[src/rtl/branch_hazard_pkg.sv]
// Shared types for the ID-stage branch hazard unit.
//   slot_t     : destination info tracked per shadow pipeline slot (EX, MEM)
//   ZERO_REG   : architectural zero register, never a hazard source
//   NOP_SLOT   : empty slot loaded on reset or when a bubble is inserted
//   slot_match : slot s will write register r (register 0 excluded)
package branch_hazard_pkg;

  localparam int SLOT_RD_W = 5;

  localparam logic [SLOT_RD_W-1:0] ZERO_REG = '0;

  typedef struct packed {
    logic                 valid;
    logic                 regwrite;
    logic                 memread;
    logic [SLOT_RD_W-1:0] rd;
  } slot_t;

  localparam slot_t NOP_SLOT = '0;

  function automatic logic slot_match(slot_t s, logic [SLOT_RD_W-1:0] r);
    return s.valid & s.regwrite & (s.rd != ZERO_REG) & (s.rd == r);
  endfunction

endpackage

[src/rtl/hazard_slot_reg.sv]
// One stage of the shadow pipeline holding destination info.
//   clk, reset_n : core clock, async active-low reset (slot cleared)
//   bubble       : load NOP_SLOT instead of d on this edge
//   d            : next slot contents
//   q            : registered slot
module hazard_slot_reg
  import branch_hazard_pkg::*;
(
  input  logic  clk,
  input  logic  reset_n,
  input  logic  bubble,
  input  slot_t d,
  output slot_t q
);

  always_ff @(posedge clk or negedge reset_n) begin
    if (!reset_n)    q <= NOP_SLOT;
    else if (bubble) q <= NOP_SLOT;
    else             q <= d;
  end

endmodule

[src/rtl/branch_hazard_unit.sv]
// ID-stage branch hazard unit: stall, bubble, flush and comparator forward
// controls, derived from a private two-slot (EX, MEM) shadow pipeline.
//   clk, reset_n          : core clock, async active-low reset
//   Rs_ID/Rt_ID           : source registers of the ID instruction
//   Uses_Rs_ID/Uses_Rt_ID : ID instruction reads Rs / Rt
//   Branch_ID             : ID instruction is a beq (reads both sources)
//   RegWrite_ID/MemRead_ID/Write_Reg_ID : ID instruction destination info
//   Comparetor_ID         : equality result of the ID comparator
//   Stall_ID/Bubble_ID_EX : hold PC+IF_ID, inject NOP into ID_EX
//   Flush_IF_ID           : taken branch, zero IF_ID
//   Forward_C_ID/D_ID     : comparator operand 1/2 from ALU_Result_MEM
//   Stall_Count           : saturating count of stall cycles since reset
module branch_hazard_unit
  import branch_hazard_pkg::*;
#(
  parameter int REG_ADDR_W = SLOT_RD_W,
  parameter int CNT_W      = 16
) (
  input  logic                  clk,
  input  logic                  reset_n,
  input  logic [REG_ADDR_W-1:0] Rs_ID,
  input  logic [REG_ADDR_W-1:0] Rt_ID,
  input  logic                  Uses_Rs_ID,
  input  logic                  Uses_Rt_ID,
  input  logic                  Branch_ID,
  input  logic                  RegWrite_ID,
  input  logic                  MemRead_ID,
  input  logic [REG_ADDR_W-1:0] Write_Reg_ID,
  input  logic                  Comparetor_ID,
  output logic                  Stall_ID,
  output logic                  Bubble_ID_EX,
  output logic                  Flush_IF_ID,
  output logic                  Forward_C_ID,
  output logic                  Forward_D_ID,
  output logic [CNT_W-1:0]      Stall_Count
);

  slot_t ex_d, ex_q, mem_q;
  logic  use_rs, use_rt, stall_rs, stall_rt, stall;

  assign ex_d = '{valid: 1'b1, regwrite: RegWrite_ID, memread: MemRead_ID, rd: Write_Reg_ID};

  hazard_slot_reg u_ex (
    .clk    (clk),
    .reset_n(reset_n),
    .bubble (stall),
    .d      (ex_d),
    .q      (ex_q)
  );

  hazard_slot_reg u_mem (
    .clk    (clk),
    .reset_n(reset_n),
    .bubble (1'b0),
    .d      (ex_q),
    .q      (mem_q)
  );

  // A branch compares both operands in ID, so it reads both regardless of
  // the Uses_* decode bits.
  assign use_rs = Branch_ID | Uses_Rs_ID;
  assign use_rt = Branch_ID | Uses_Rt_ID;

  // Branch: anything in EX is too late to forward, and a load in MEM only
  // becomes visible through the write-first register file one cycle later.
  // Non-branch: only a load in EX needs to wait (classic load-use).
  function automatic logic src_stall(logic [REG_ADDR_W-1:0] r, logic use_r);
    logic ex_hit, mem_hit;
    ex_hit  = slot_match(ex_q, r);
    mem_hit = slot_match(mem_q, r);
    if (!use_r)         return 1'b0;
    else if (Branch_ID) return ex_hit | (mem_hit & mem_q.memread);
    else                return ex_hit & ex_q.memread;
  endfunction

  assign stall_rs = src_stall(Rs_ID, use_rs);
  assign stall_rt = src_stall(Rt_ID, use_rt);

  // Outputs are forced low while reset is held, even though the ID inputs
  // may be asserting a taken branch.
  assign stall        = reset_n & (stall_rs | stall_rt);
  assign Stall_ID     = stall;
  assign Bubble_ID_EX = stall;
  assign Flush_IF_ID  = reset_n & Branch_ID & Comparetor_ID & ~stall;
  assign Forward_C_ID = reset_n & Branch_ID & slot_match(mem_q, Rs_ID) & ~mem_q.memread;
  assign Forward_D_ID = reset_n & Branch_ID & slot_match(mem_q, Rt_ID) & ~mem_q.memread;

  always_ff @(posedge clk or negedge reset_n) begin
    if (!reset_n)                      Stall_Count <= '0;
    else if (stall && ~&Stall_Count)   Stall_Count <= Stall_Count + 1'b1;
  end

endmodule

[config.mk]
export PLATFORM = sky130hd
export DESIGN_NAME = branch_hazard_unit
export DESIGN_NICKNAME = d
export VERILOG_FILES = /design/src/rtl/branch_hazard_pkg.sv /design/src/rtl/hazard_slot_reg.sv /design/src/rtl/branch_hazard_unit.sv
export SDC_FILE = /design/constraint.sdc
export NUM_CORES = 1
export LEC_CHECK = 0
export ABC_AREA = 1
export CAP_MARGIN = 20
export CORE_MARGIN = 2
export CORE_UTILIZATION = 50
export DETAILED_ROUTE_END_ITERATION = 8
export HOLD_SLACK_MARGIN = 0.05
export MAX_ROUTING_LAYER = met4
export PLACE_DENSITY = 0.87
export RECOVER_POWER = 100
export SLEW_MARGIN = 20
export SYNTH_ARGS = -nofsm -noshare
export SYNTH_HDL_FRONTEND = slang
export SYNTH_SLANG_ARGS = --single-unit
[constraint.sdc]
create_clock -name clk -period 3.2 [get_ports clk]
set_clock_uncertainty 0.2 [all_clocks]
set_input_delay 0.8 -clock clk [delete_from_list [all_inputs] [get_ports clk]]
set_output_delay 0.8 -clock clk [all_outputs]
set_load 0.005 [all_outputs]
Yosys cells after proc, flatten, opt, wreduce, memory -nomap -nowiden
Index checks and enable logic that the tools add are counted.

Flip-flop bits (word level): 32. Bits of input ports: 23. Logic and storage cells: 51. Output and inout bits: 21.

$add $sub $neg: 1. Reduce and logical (&&, ||, !) cells: 5. Bitwise gates (word level): 27. Mux-type cells: 5. Eq/ne operators: 4.

Operators by type and width (count): 1-bit AND (20); 5-bit == test (4); 16-bit by 1-bit adder with 16-bit output, second input constant (1); 16-bit AND reduction (1); 5-bit nonzero test (2); 8-bit two-way mux (1); 1-bit bitwise OR (5); 1-bit two-way mux (4); 1-bit NOT (2); 1-bit logical AND (1); 1-bit zero test (1).

Logic depth before layout (Yosys ltp)
Word-level depth: 11. Depth in mapped cells: 12. Gate-level depth less buffers: 11.

Hierarchy
A second synthesis with hierarchy kept.

Cells, all modules: 284. Area total of the unflattened synthesis: 2023.2 um^2.

Modules (own cells, without submodules): branch_hazard_unit (cells an instance 234, instances 1, seq. area each 400.4 um^2, area each 1480.2 um^2); hazard_slot_reg (cells an instance 25, instances 2, seq. area each 200.2 um^2, area each 271.5 um^2).

Worst setup path before layout
Ideal clock, no wire load.

Path type: input-to-output. From: input Rs_ID[3]. To: output Stall_ID. Path slack: 332 ps. Stages: 11. Path buffers: 1. Arrival time: 1868 ps. Data required time: 2200 ps. Path through: inv_1 nand2_1 nand2_1 nor2_1 nand3_1 nand2_1 nand2_1 a21oi_4 nand2_1 clkinv_1 buf_4.

Longest elaborated chain between the ends: 8. Elaborated cells between the ends (all ways): 11. Those cells by class: eq/ne: 2; mux: 2; bitwise: 7.

Ends and longest elaborated chain: start: declaration (line branch_hazard_unit.sv:21) `input logic [REG_ADDR_W-1:0] Rs_ID,`; 5-bit == test (line branch_hazard_pkg.sv:22) `return s.valid & s.regwrite & (s.rd != ZERO_REG) & (s.rd == r);`; 1-bit AND (line branch_hazard_pkg.sv:22); 1-bit AND (line branch_hazard_unit.sv:72) `else if (Branch_ID) return ex_hit | (mem_hit & mem_q.memread);`; 1-bit bitwise OR (line branch_hazard_unit.sv:72); 1-bit two-way mux (*) (line branch_hazard_unit.sv:72); 1-bit two-way mux (*) (line branch_hazard_unit.sv:71) `if (!use_r) return 1'b0;`; 1-bit bitwise OR (*) (line branch_hazard_unit.sv:81) `assign stall = reset_n & (stall_rs | stall_rt);`; 1-bit AND (*) (line branch_hazard_unit.sv:81); end: declaration (line branch_hazard_unit.sv:30) `output logic Stall_ID,`.

Mark *: on every way between the ends. The rest lies on a longest branch, timed or not.

Final worst setup path
From: input Rs_ID[3]. To: output Bubble_ID_EX.

Longest elaborated chain between the ends: 8. Elaborated cells between the ends (all ways): 11. Those cells by class: eq/ne: 2; mux: 2; bitwise: 7.

Ends and longest elaborated chain: 5-bit == test (line branch_hazard_pkg.sv:22); 1-bit AND (line branch_hazard_pkg.sv:22); 1-bit AND (line branch_hazard_unit.sv:72); 1-bit bitwise OR (line branch_hazard_unit.sv:72); 1-bit two-way mux (*) (line branch_hazard_unit.sv:72); 1-bit two-way mux (*) (line branch_hazard_unit.sv:71); 1-bit bitwise OR (*) (line branch_hazard_unit.sv:81); 1-bit AND (*) (line branch_hazard_unit.sv:81); end: declaration (line branch_hazard_unit.sv:31) `output logic Bubble_ID_EX,`.

Marked as above.

==> key figures <==
Drt
  – WL final: approximately 5000 um
  – Via density: between 5 and 6
  – DRC: 0
  – Initial DRC count: 165
  – Post-route ant nets: 0
  – Drt first pass iters: 5
  – Routed len/inst: ~13 um
  – Vias post-DR: 1944

Place
  – Dpl ws: -538.4 ps
  – Post-DP HPWL: 3497 um
  – Port Buffers: 43
  – GP Congestion: between 0.9 and 1
  – Placed Cells: between 300 and 400

Yosys
  – Synth area leader: dfrtp_1
  – Asr flop ratio synth: 1.000
  – Synthesized area per cell: approximately 7 sq um
  – Top cells by count, synth: nand2_1 (96), inv_1 (35), dfrtp_1 (32)
  – Synth warn: 0
  – Syn Nets: 298
  – Synth Flop Type: dfrtp_1
  – EDFF count, synth: 0
  – Post-synthesis sequential area ratio: 0.4069
  – Synth cell types: 28
  – Top cell type's share of synthesized area: 0.4069
  – Synthesized area: between 1500 and 2000 sq um
  – Flops & latches, synth: 32
  – Post-Syn Instances: roughly 270
  – Most frequent cell after synthesis: nand2_1
  – Synth top area cells: dfrtp_1 (41%), nand2_1 (18%), inv_1 (6.7%), nand4_1 (6.7%), nor2_1 (5.0%)

Cells and area
  – Fillers: around 300
  – Final net count: between 300 and 400
  – Layout Utilization: 0.6956
  – Fraction of layout cells with a size suffix above 1: 0.1269
  – Area Overhead vs Synth: 31.34%
  – Finished Layout Cells: approximately 380
  – N_diodes: 0

Timing
  – Post-route setup TNS: 0 ps
  – Fmax: roughly 0.32 GHz
  – Period utilization: 0.9811
  – Final setup fails: 0
  – Fin. Hold Viols: 0
  – Max Slew Vio Count: 0
  – Worst Tran Pin Value: ~850 ps
  – Rel. slew slack: 0.4334
  – Final WS setup: about 61 ps
  – Post-route minimum period: 3139 ps

Critical path
  – Startpoint Class: input port
  – Crit path max fanout: 4
  – CP max stage cell: dlygate4sd2_1
  – CP delay by family, top: simple AND/OR/NAND/NOR gates
  – Worst setup EP type: primary output
  – Worst Reg2Reg Path Length in Cells: 8
  – CP bufs+invs: 4
  – Most used cell, CP: nand2_1
  – Arr. time, crit path: about 2100 ps
  – Crit path depth: 12
  – CP Cell Sequence: dlygate4sd2_1 -> inv_2 -> nand2_1 -> nand2_1 -> nor2_1 -> nand3_1 -> nand2_1 -> nand2_2 -> a21oi_4 -> nand2_2 -> inv_4 -> dlygate4sd2_1
  – Crit path kind: in2out
  – Crit path largest cell delay: about 230 ps
  – WP data required: between 2000 and 2500 ps

Power
  – Lkg Pwr: between 1 and 1.5 nW
  – Maximum VDD drop: ~0.28 mV
  – Total Power: between 0.9 and 1 mW
  – P per Cell Area: about 360 nW/um^2

Global route
  – GR Overflow Total: 0
  – Initial antenna violation count: 0
  – Total Routing Usage GR: 0.2500
  – Largest net degree at the start of global routing: 18
  – Vias in the first global route: roughly 1900
  – First-pass GRT wire length: between 8000 and 9000 um

Floorplanning
  – Die Area: between 4000 and 5000 sq um
  – Initial Utilization: 0.5296
  – Die X: approximately 67 um
  – Die Ht: between 60 and 70 um
  – Ports: 44
  – Row cnt: 22
  – Core Area: 3716 sq um

Clock network
  – Htree depth: 2
  – Clock Tree Buf Depth: 2
  – CTS tree: done
  – CTS buffer count: 5
  – Clock Sinks: 32
  – Clock root buffer master: clkbuf_8
  – Clock latency on the worst-skew pair: between 200 and 300 ps
  – Clock-pin slew on the worst setup and hold paths: 60 ps

Run
  – Max Cap Viol: 0

Hold path
  – Hold Crit Class: reg2reg
  – Hold depth: 0

Status
  – Outcome: finished, final reports clean
==> power by group <==
part           internal (mW)  switching (mW)  total, mW
clock                  0.175           0.140      0.315
sequential             0.428          0.0337      0.462
combinational         0.0811          0.0848      0.166
==> logic make-up (layout without fill, tap and decap cells) <==
family                   count (synthesis)  count (layout)  share of synthesized area
AO/OA/AOI/OAI                            5               5                    0.01843
AND/OR/NAND/NOR                        171             171                     0.3884
buffers and inverters                   48             105                     0.1043
adder cells (fa/ha/maj)                  1               1                   0.006356
XOR/XNOR                                17              17                    0.07565
flip-flops                              32              32                     0.4069
==> metrics by stage <==
step	hold slack (ps)	area [sq um]
6_report	175.6	2585
2_1_floorplan	153.7	1968
3_5_place_dp	162.7	2471
4_1_cts	175.7	2581
5_1_grt	189.4	2585
3_3_place_gp	157.6	2471
==> timing repair <==
item                       CTS  global route
gates resized for setup     27            13
hold buffers                 0             0
pin swaps                    7             7
buffers inserted             2             2
setup endpoints to repair    5             3
==> final timing paths <==
path,end,from,slack [ps]
setup / recovery,Bubble_ID_EX,Rs_ID[3],60
hold / removal,u_mem.q[5],u_ex.q[5],180
setup reg to reg,Stall_Count[10],Stall_Count[0],700
hold reg to reg,u_mem.q[5],u_ex.q[5],180
max in group asynchronous,u_mem.q[3],reset_n,1120
min in group asynchronous,Stall_Count[3],reset_n,1020
==> sequential cells by signal (all words and copies together) (netlist names) <==
register and cells:
Stall_Count 16, u_ex.q 8, u_mem.q 8
==> cell usage in the layout, fill, tap and decap left out, types with 5 or more instances in the layout <==
cell and n:
nand2_1 93, inv_1 34, dfrtp_1 32, clkdlybuf4s50_1 27
nor2_1 22, nand4_1 21, nand3_1 13, xor2_1 10
inv_2 7, xnor2_1 7, dlygate4sd2_1 7, nor3_1 6
clkbuf_8 6, buf_4 6, nor2_2 5, nand2_2 5
clkbuf_1 5, clkdlybuf4s15_1 5
==> cell type report <==
type,count,area [sq um],share of cell area
timing repair buffer,55,485.5,0.1878
clock buffer,8,90.09,0.03485
tap,48,60.06,0.02323
multi-input combinational,194,988.4,0.3824
inverter,42,160.2,0.06196
sequential,32,800.8,0.3098
==> metal layers <==
| layer | routed length, um | global-route usage | vias to the layer above |
|---|---|---|---|
| li1 | - | - | 967 |
| met2 | 2468 | 0.4200 | 77 |
| met4 | 88 | 0.09949 | 0 |
| met3 | 319 | 0.05068 | 10 |
| met1 | 2088 | 0.2946 | 890 |
| met5 | 0 | - | - |
No activity file was read; power rests on OpenSTA's default activity.
